### src/rtl/dbg_pkg.sv
// Shared definitions for the debug command parser: command and response
// byte codes, FSM state encoding and a saturating counter helper.
package dbg_pkg;

  localparam logic [7:0] CMD_WRITE = 8'h77;
  localparam logic [7:0] CMD_READ  = 8'h72;
  localparam logic [7:0] RSP_ACK   = 8'h06;
  localparam logic [7:0] RSP_NAK   = 8'h15;

  typedef enum logic [2:0] {
    ST_IDLE     = 3'd0,
    ST_ADDR     = 3'd1,
    ST_DHI      = 3'd2,
    ST_DLO      = 3'd3,
    ST_BUS      = 3'd4,
    ST_RESP_HI  = 3'd5,
    ST_RESP_LO  = 3'd6,
    ST_RESP_ACK = 3'd7
  } dbg_state_t;

  // True for the two bytes that open a frame.
  function automatic logic is_cmd(input logic [7:0] b);
    return (b == CMD_WRITE) || (b == CMD_READ);
  endfunction

  // 16-bit increment that sticks at all-ones instead of wrapping.
  function automatic logic [15:0] sat_inc(input logic [15:0] v);
    return (v == 16'hFFFF) ? v : v + 16'd1;
  endfunction

endpackage

### src/rtl/dbg_cmd_parser.sv
// UART-side debug command parser: decodes 0x77 write / 0x72 read frames,
// performs one access on the debug register bus and returns the response
// bytes (read data or ACK/NAK) to the UART transmitter.
module dbg_cmd_parser
  import dbg_pkg::*;
#(
  parameter int unsigned BUS_TIMEOUT  = 1023,
  parameter int unsigned BYTE_TIMEOUT = 50000
) (
  input  logic        clk,
  input  logic        rst_n,
  input  logic [7:0]  rx_data,
  input  logic        rx_valid,
  output logic [7:0]  tx_data,
  output logic        tx_valid,
  input  logic        tx_ready,
  output logic [7:0]  dbg_a,
  output logic [15:0] dbg_di,
  output logic        dbg_we,
  output logic        dbg_rd,
  input  logic [15:0] dbg_do,
  input  logic        dbg_ready,
  output logic        busy,
  output logic        rx_drop
);

  localparam logic [15:0] BUS_LAST  = 16'(BUS_TIMEOUT - 1);
  localparam logic [15:0] BYTE_LAST = 16'(BYTE_TIMEOUT - 1);

  dbg_state_t  state_q, state_d;
  logic        is_wr_q;
  logic [15:0] rd_data_q;
  logic [7:0]  resp_code_q;
  logic [15:0] bus_cnt_q;
  logic [15:0] idle_cnt_q;
  logic        rx_drop_q;
  logic        byte_timeout;
  logic        bus_timeout;
  logic        drop_state;

  assign byte_timeout = (idle_cnt_q >= BYTE_LAST);
  assign bus_timeout  = (bus_cnt_q >= BUS_LAST);
  assign drop_state   = (state_q == ST_BUS)     || (state_q == ST_RESP_HI) ||
                        (state_q == ST_RESP_LO) || (state_q == ST_RESP_ACK);

  // State register with synchronous active-low reset.
  always_ff @(posedge clk) begin
    // NOTE: clocked state is updated with <= so every flop samples the
    // pre-edge values; blocking = here would create order-dependent races.
    if (!rst_n) state_q <= ST_IDLE;
    else        state_q <= state_d;
  end

  // Next-state logic: frame decoding, bus completion/timeout, tx handshake.
  always_comb begin
    // NOTE: default first so every path assigns state_d and no latch forms.
    state_d = state_q;
    unique case (state_q)
      ST_IDLE:
        if (rx_valid && is_cmd(rx_data)) state_d = ST_ADDR;
      ST_ADDR:
        if (rx_valid)          state_d = is_wr_q ? ST_DHI : ST_BUS;
        else if (byte_timeout) state_d = ST_IDLE;
      ST_DHI:
        if (rx_valid)          state_d = ST_DLO;
        else if (byte_timeout) state_d = ST_IDLE;
      ST_DLO:
        if (rx_valid)          state_d = ST_BUS;
        else if (byte_timeout) state_d = ST_IDLE;
      ST_BUS:
        if (dbg_ready)         state_d = is_wr_q ? ST_RESP_ACK : ST_RESP_HI;
        else if (bus_timeout)  state_d = ST_RESP_ACK;
      ST_RESP_HI:
        if (tx_ready)          state_d = ST_RESP_LO;
      ST_RESP_LO:
        if (tx_ready)          state_d = ST_IDLE;
      ST_RESP_ACK:
        if (tx_ready)          state_d = ST_IDLE;
      default:                 state_d = ST_IDLE;
    endcase
  end

  // Datapath: frame fields, captured read data, response code and counters.
  always_ff @(posedge clk) begin
    if (!rst_n) begin
      is_wr_q     <= 1'b0;
      dbg_a       <= 8'h00;
      dbg_di      <= 16'h0000;
      rd_data_q   <= 16'h0000;
      resp_code_q <= 8'h00;
      bus_cnt_q   <= 16'h0000;
      idle_cnt_q  <= 16'h0000;
      rx_drop_q   <= 1'b0;
    end else begin
      rx_drop_q <= rx_valid && drop_state;
      unique case (state_q)
        ST_IDLE: begin
          idle_cnt_q <= 16'h0000;
          bus_cnt_q  <= 16'h0000;
          if (rx_valid && is_cmd(rx_data)) is_wr_q <= (rx_data == CMD_WRITE);
        end
        ST_ADDR: begin
          if (rx_valid) begin
            dbg_a      <= rx_data;
            idle_cnt_q <= 16'h0000;
          end else begin
            idle_cnt_q <= sat_inc(idle_cnt_q);
          end
        end
        ST_DHI: begin
          if (rx_valid) begin
            dbg_di[15:8] <= rx_data;
            idle_cnt_q   <= 16'h0000;
          end else begin
            idle_cnt_q <= sat_inc(idle_cnt_q);
          end
        end
        ST_DLO: begin
          if (rx_valid) begin
            dbg_di[7:0] <= rx_data;
            idle_cnt_q  <= 16'h0000;
          end else begin
            idle_cnt_q <= sat_inc(idle_cnt_q);
          end
        end
        ST_BUS: begin
          bus_cnt_q <= sat_inc(bus_cnt_q);
          if (dbg_ready) begin
            resp_code_q <= RSP_ACK;
            if (!is_wr_q) rd_data_q <= dbg_do;
          end else if (bus_timeout) begin
            resp_code_q <= RSP_NAK;
          end
        end
        default: begin
          bus_cnt_q <= 16'h0000;
        end
      endcase
    end
  end

  // Outputs decoded from the registered state; strobes drop as BUS is left.
  always_comb begin
    busy     = (state_q != ST_IDLE);
    dbg_we   = (state_q == ST_BUS) && is_wr_q;
    dbg_rd   = (state_q == ST_BUS) && !is_wr_q;
    tx_valid = 1'b0;
    tx_data  = 8'h00;
    unique case (state_q)
      ST_RESP_HI:  begin tx_valid = 1'b1; tx_data = rd_data_q[15:8]; end
      ST_RESP_LO:  begin tx_valid = 1'b1; tx_data = rd_data_q[7:0];  end
      ST_RESP_ACK: begin tx_valid = 1'b1; tx_data = resp_code_q;     end
      default:     begin tx_valid = 1'b0; tx_data = 8'h00;           end
    endcase
  end

  assign rx_drop = rx_drop_q;

endmodule

### config.mk
export PLATFORM = sky130hd
export DESIGN_NAME = dbg_cmd_parser
export DESIGN_NICKNAME = d
export VERILOG_FILES = /design/src/rtl/dbg_pkg.sv /design/src/rtl/dbg_cmd_parser.sv
export SDC_FILE = /design/constraint.sdc
export NUM_CORES = 1
export LEC_CHECK = 0
export BUFFER_PORTS_ARGS = -buffer_cell sky130_fd_sc_hd__buf_2
export CAP_MARGIN = 15
export CORE_UTILIZATION = 50
export CTS_CLUSTER_SIZE = 10
export DETAILED_ROUTE_END_ITERATION = 6
export PLACE_DENSITY = 0.75
export SLEW_MARGIN = 20
export SYNTH_ARGS = -nofsm -noshare
export SYNTH_HDL_FRONTEND = slang
export SYNTH_SLANG_ARGS = --single-unit
### constraint.sdc
create_clock -name clk -period 1.8 [get_ports clk]
set_input_delay 0.36 -clock clk [delete_from_list [all_inputs] [get_ports clk]]
set_output_delay 0.36 -clock clk [all_outputs]
set_load 0.005 [all_outputs]
; ---- After elaboration in Yosys (flattened, before gate mapping)
; Cells that the tools add are included.
[op_classes]
addsub = 2
n_lt_le_gt_ge = 2
n_eq_ne = 17
n_mux = 21
bitwise_logic = 2
reduce_logical = 25
[op_table]
columns = cell, count
row1 = $pmux W16 S2, 2
row2 = $mux W16, 3
row3 = $add A16 B1 Y16 const B, 2
row4 = $eq A16 B16 Y1 const B, 2
row5 = $mux W3, 10
row6 = $pmux W8 S3, 1
row7 = $pmux W3 S7, 1
row8 = $eq A8 B7 Y1 const B, 2
row9 = $ge A16 B10 Y1 const B, 1
row10 = $ge A16 B16 Y1 const B, 1
row11 = $mux W8, 2
row12 = $reduce_and A2 Y1, 7
row13 = $eq A3 B3 Y1 const B, 4
row14 = $eq A3 B2 Y1 const B, 2
row15 = $ne A2 B2 Y1 const B, 3
row16 = $ne A3 B3 Y1 const B, 2
row17 = $reduce_or A3 Y1, 2
row18 = $logic_and A1 B1 Y1, 4
row19 = $logic_or A1 B1 Y1, 4
row20 = $reduce_and A4 Y1, 1
row21 = $reduce_bool A2 Y1, 2
row22 = $eq A3 B1 Y1 const B, 1
row23 = $logic_not A3 Y1, 1
row24 = $reduce_and A3 Y1, 1
row25 = 7 further kinds, 8
[totals]
register_bits = 85
input_bits = 29
word_cells = 79

; ---- Longest topological paths before layout
[logic_depth]
ltp_word = 5
mapped_depth = 8
ltp_nobuf = 7

; ---- Least setup slack after synthesis
; Ideal clock, no wire load.
[synth_timing]
path_kind = reg2reg
from = reg state_q[1]
to = reg bus_cnt_q[15]
setup_time_ns = 0.128
arrival_time_ns = 1.705
required_time_ns = 1.672
slack_ns = -0.032
path_stages_with_launch = 8
path_buffers = 2
synth_period_minus_slack_ns = 1.832
cell_sequence = dfxtp_1 buf_6 or3b_1 buf_6 or4_4 nand4b_1 xor2_1 nor2_1
[synth_between]
elab_chain_cells = 4
[synth_rtl]
columns = item, line_no
row1 = from (decl), dbg_cmd_parser.sv:30  ; dbg_state_t state_q, state_d;
row2 = from (signal assigned), dbg_cmd_parser.sv:51  ; else state_q <= state_d;
row3 = $eq A3 B2 Y1 / $eq A3 B1 Y1 (equally long branches), dbg_cmd_parser.sv:96  ; unique case (state_q)
row4 = $reduce_or A3 Y1 (no source line), n/a
row5 = $not A1 Y1 (no source line), n/a
row6 = $reduce_and A2 Y1 (no source line), n/a
row7 = to (signal assigned), dbg_cmd_parser.sv:127  ; bus_cnt_q <= sat_inc(bus_cnt_q);
row8 = to (decl), dbg_cmd_parser.sv:34  ; logic [15:0] bus_cnt_q;
; Several ways; a longest one is shown, not always the timed one.
; A chain may end at the register's enable or synchronous reset.

; ---- Worst setup path after layout
[layout_timing]
from = reg state_q[1]
to = out tx_data[2]
[layout_between]
elab_chain_cells = 2
[layout_rtl]
columns = item, line_no
row1 = $eq A3 B3 Y1, dbg_cmd_parser.sv:149  ; unique case (state_q)
row2 = $pmux W8 S3 *, dbg_cmd_parser.sv:149
row3 = to (decl), dbg_cmd_parser.sv:14  ; output logic [7:0] tx_data,
; Mark *: on every way between the ends. The rest lies on a longest branch, timed or not.

==> flow_summary_export.csv <==
group,metric,value,unit
sta,final.period_utilization,105,%
power_and_ir_drop,pwr-share-clk,39.6,%
synth,postSynthRegisterBits,80,
synth,synth_seq_area_share,42.8,%
route,post-route-drc-count,0,
placed_design,weighted_congestion_reported_at_the_end_of_routability_driven_placement,0.851,
synth,synth.avg_cell_area,7.81,µm²
power_and_ir_drop,power.static_leakage,1.82,nW
power_and_ir_drop,total_switching_power,0.924,mW
finish,final_cell_area,4960,µm²
synth,synth.area.top_cells,"dfxtp_1, nand2_1, a21oi_1, nor2_1, xnor2_1",
cts,cts.sink_count,80,
sta,worst_slew_pin_slew,0.478,ns
global_routing,grt_pass1_wl,15.5,mm
synth,synth_nets,511,
synth,ys.flop_type,"dfxtp_1",
synth,number_of_synthesis_warnings,0,
finish,final.fill_count,599,
global_routing,number_of_global_route_vias_before_repair,3379,
route,detail_route.wl_per_cell,14.2,µm
die,core.rowCount,31,
cts,cts-root-to-sink-buffers,2,
finish,antenna_cells,0,
power_and_ir_drop,vdd_ir_drop_max,0.000507,V
cts,cts_made_buffers,9,
synth,synthDominantCellAreaShare,42.8,%
finish,postLayoutCoreUtil,68.4,%
placed_design,dp.cells,666,
sta,finalCriticalPeriod,1.88,ns
die,die-area,7830,µm²
sta,report.final.slew_viol_count,0,
die,initial_core_util,51.6,%
finish,drive_gt1_share,30.3,%
power_and_ir_drop,power.internal,2.64,mW
sta,max_clock_freq,531,MHz
finish,final_cells,697,
synth,synth_cell_type_count,56,
sta,setup_repair_after_global_routing_missed_its_margin,"yes",
setup_path,worstSetupStartpointType,"flip-flop",
placed_design,detailedPlacementHpwl,6.62,mm
setup_path,worst_ep_required_time,1.44,ns
die,die_w,88.5,µm
flow_run,drv_cap,0,
route,routed-via-count,3822,
synth,synth-async-reset-ratio,0,%
placed_design,detailed_place.area,4430,µm²
power_and_ir_drop,power.share.switching,25.9,%
sta,timing_hold_violations_final,0,
synth,syn_inst,479,
die,num_io_pins,66,
finish,final_nets,625,
global_routing,grt_use_total,25.5,%
run_status,failed_checks,"negative setup slack",
synth,synth_edf_count,0,
setup_path,critical_path.endpoint_type,"output port",
cts,cts_hold_repair.buffers,0,
sta,postLayoutSetupSlackWorst,-0.0822,ns
run_status,status,"finished, violations left",
synth,most_frequent_cells_after_synthesis,"nand2_1, dfxtp_1, a21oi_1",
global_routing,grt_remaining_overflow,0,
power_and_ir_drop,power_density,718,nW/µm²
finish,area_of_the_multi_input_gates,2150,µm²
setup_path,timing.setup.critical_path_class,"flip-flop to output port",
die,floorplan.die.height,88.5,µm
sta,setup_total_negative_slack,-0.620,ns
synth,synth_most_common_cell,"nand2_1",
route,ant_nets,0,
sta,slew-limit-headroom,67.9,%
die,design.core.area,7250,µm²
synth,netlist_area_pre_place,3740,µm²
cts,cts_root_buffer,"clkbuf_8",
sta,fin_hold_ws,0.233,ns
route,viasPerCell,5.48,
sta,timing.final.setup_violations,15,
finish,area_used_by_sequential_logic_in_the_layout,1610,µm²
setup_path,cp.arrival,1.52,ns
power_and_ir_drop,sequential_cell_fraction_of_total_power,50.7,%
route,dr.first_iter.drc_count,218,
global_routing,grt_antenna_before_repair,0,
worst_hold_path,min-delay-path-class,"input port to flip-flop",
sta,finClkSkew,0.00974,ns
cts,clk_pin_slew_worst_paths,0.09,ns
cts,clock_insertion_delay_worst_skew,0.36,ns
finish,synthToLayoutAreaGrowth,32.6,%
route,firstDrtPassIters,5,
route,totalWireLength,9.93,mm
synth,synth_top_cell_by_area,"dfxtp_1",
setup_path,maximum_fanout_along_the_worst_path,6,
global_routing,maximum_number_of_pins_on_one_net_before_global_route_repair,47,
cts,h-tree-depth,3,
placed_design,place.port_buffers,65,
power_and_ir_drop,p_comb_share,9.7,%
cts,tritoncts,"yes",
[flip-flops by register name, indices dropped and copies added, names as in the netlist]
signal       flops
is_wr_q          1
bus_cnt_q       16
dbg_di          16
dbg_a            8
idle_cnt_q      16
state_q          3
rd_data_q       16
resp_code_q      3
rx_drop          1
[metrics by stage]
step                      worst slack (ns)  power (mW)
after floorplan                    -0.0260        2.01
after global placement              0.0357        2.13
after detailed placement           -0.0150        2.14
after CTS                          -0.0753        3.54
after global routing                -0.162        3.70
final                              -0.0822        3.56
[final timing paths]
path | start | to | slack (ns) | cells after the start
max | state_q[1] | tx_data[2] | -0.08 | 5
min reg2reg | dbg_a[0] | dbg_a[0] | 0.46 | 2
max reg2reg | state_q[0] | bus_cnt_q[15] | -0.06 | 6
min | dbg_do[4] | rd_data_q[4] | 0.23 | 3
[critical path, stage by stage, from the launching register on]
cell     delay, ns
dfxtp_4       0.37
buf_6         0.13
mux2_4        0.31
a22oi_2       0.15
nor2_1        0.07
buf_2         0.14
[logic make-up (layout without fill, tap and decap cells)]
family / after synthesis / after routing / synth area share (%)
and+or+nand+nor: 233 / 233 / 29.6
AOI/OAI and AO/OA: 112 / 112 / 18.0
DFF: 80 / 80 / 42.8
buffers and inverters: 31 / 150 / 3.68
xor gates and xnor gates: 15 / 15 / 3.51
muxes: 5 / 5 / 1.44
adders and majority gates: 3 / 3 / 1.00
[cell type report]
| class | instances | share of cell area, % |
|---|---|---|
| Multi-Input combinational cell | 368 | 43.3 |
| Sequential cell | 80 | 32.4 |
| Timing Repair Buffer | 123 | 16.6 |
| Clock buffer | 10 | 2.77 |
| Tap cell | 99 | 2.50 |
| Clock inverter | 6 | 1.46 |
| Inverter | 11 | 0.984 |
[routing by layer]
layer	wire length, µm	vias up	GRT usage [%]	share of wire (%)
met4	127	0	6.89	1.3
met2	4960	121	43.0	50
met1	4330	1775	33.4	44
met5	0	-	0	0
met3	517	15	5.04	5.2
li1	-	1911	-	-
[cell usage in the layout, fill, tap and decap left out, types with 3 or more instances in the layout]
cell | Yosys | routed
nand2_1 | 108 | 108
buf_6 | 2 | 9
o211ai_1 | 4 | 4
and3_1 | 4 | 4
buf_2 | 5 | 64
o21ai_1 | 1 | 4
dfxtp_1 | 80 | 76
nand4_1 | 7 | 7
and2_1 | 6 | 6
nor2_1 | 43 | 40
o22ai_1 | 3 | 3
nand3_1 | 13 | 11
xnor2_1 | 9 | 9
a31oi_1 | 3 | 3
o21ai_0 | 14 | 11
a21oi_1 | 60 | 60
or4_1 | 3 | 3
a22oi_2 | 0 | 6
ha_1 | 3 | 3
inv_6 | 0 | 4
xor2_1 | 6 | 6
clkbuf_8 | 0 | 10
nor3_1 | 14 | 13
or3_1 | 12 | 10
a211oi_2 | 1 | 4
inv_1 | 11 | 10
buf_4 | 0 | 48
dfxtp_2 | 0 | 3
[power groups by stage]
stage | sequential (mW) | clock (mW) | combinational (mW)
CTS | 1.81 | 1.42 | 0.312
detailed placement | 1.85 | 0 | 0.291
finish | 1.81 | 1.41 | 0.345
floorplan | 1.84 | 0 | 0.165
global placement | 1.84 | 0 | 0.287
global route | 1.81 | 1.52 | 0.377
[repair_timing]
item / 4_1_cts / 5_1_grt
setup endpoints to repair: 16 / 33
pin swaps: 13 / 21
gates resized for setup: 30 / 22
buffers inserted: 7 / 9
Note: power is estimated with default switching activity, not from simulation.
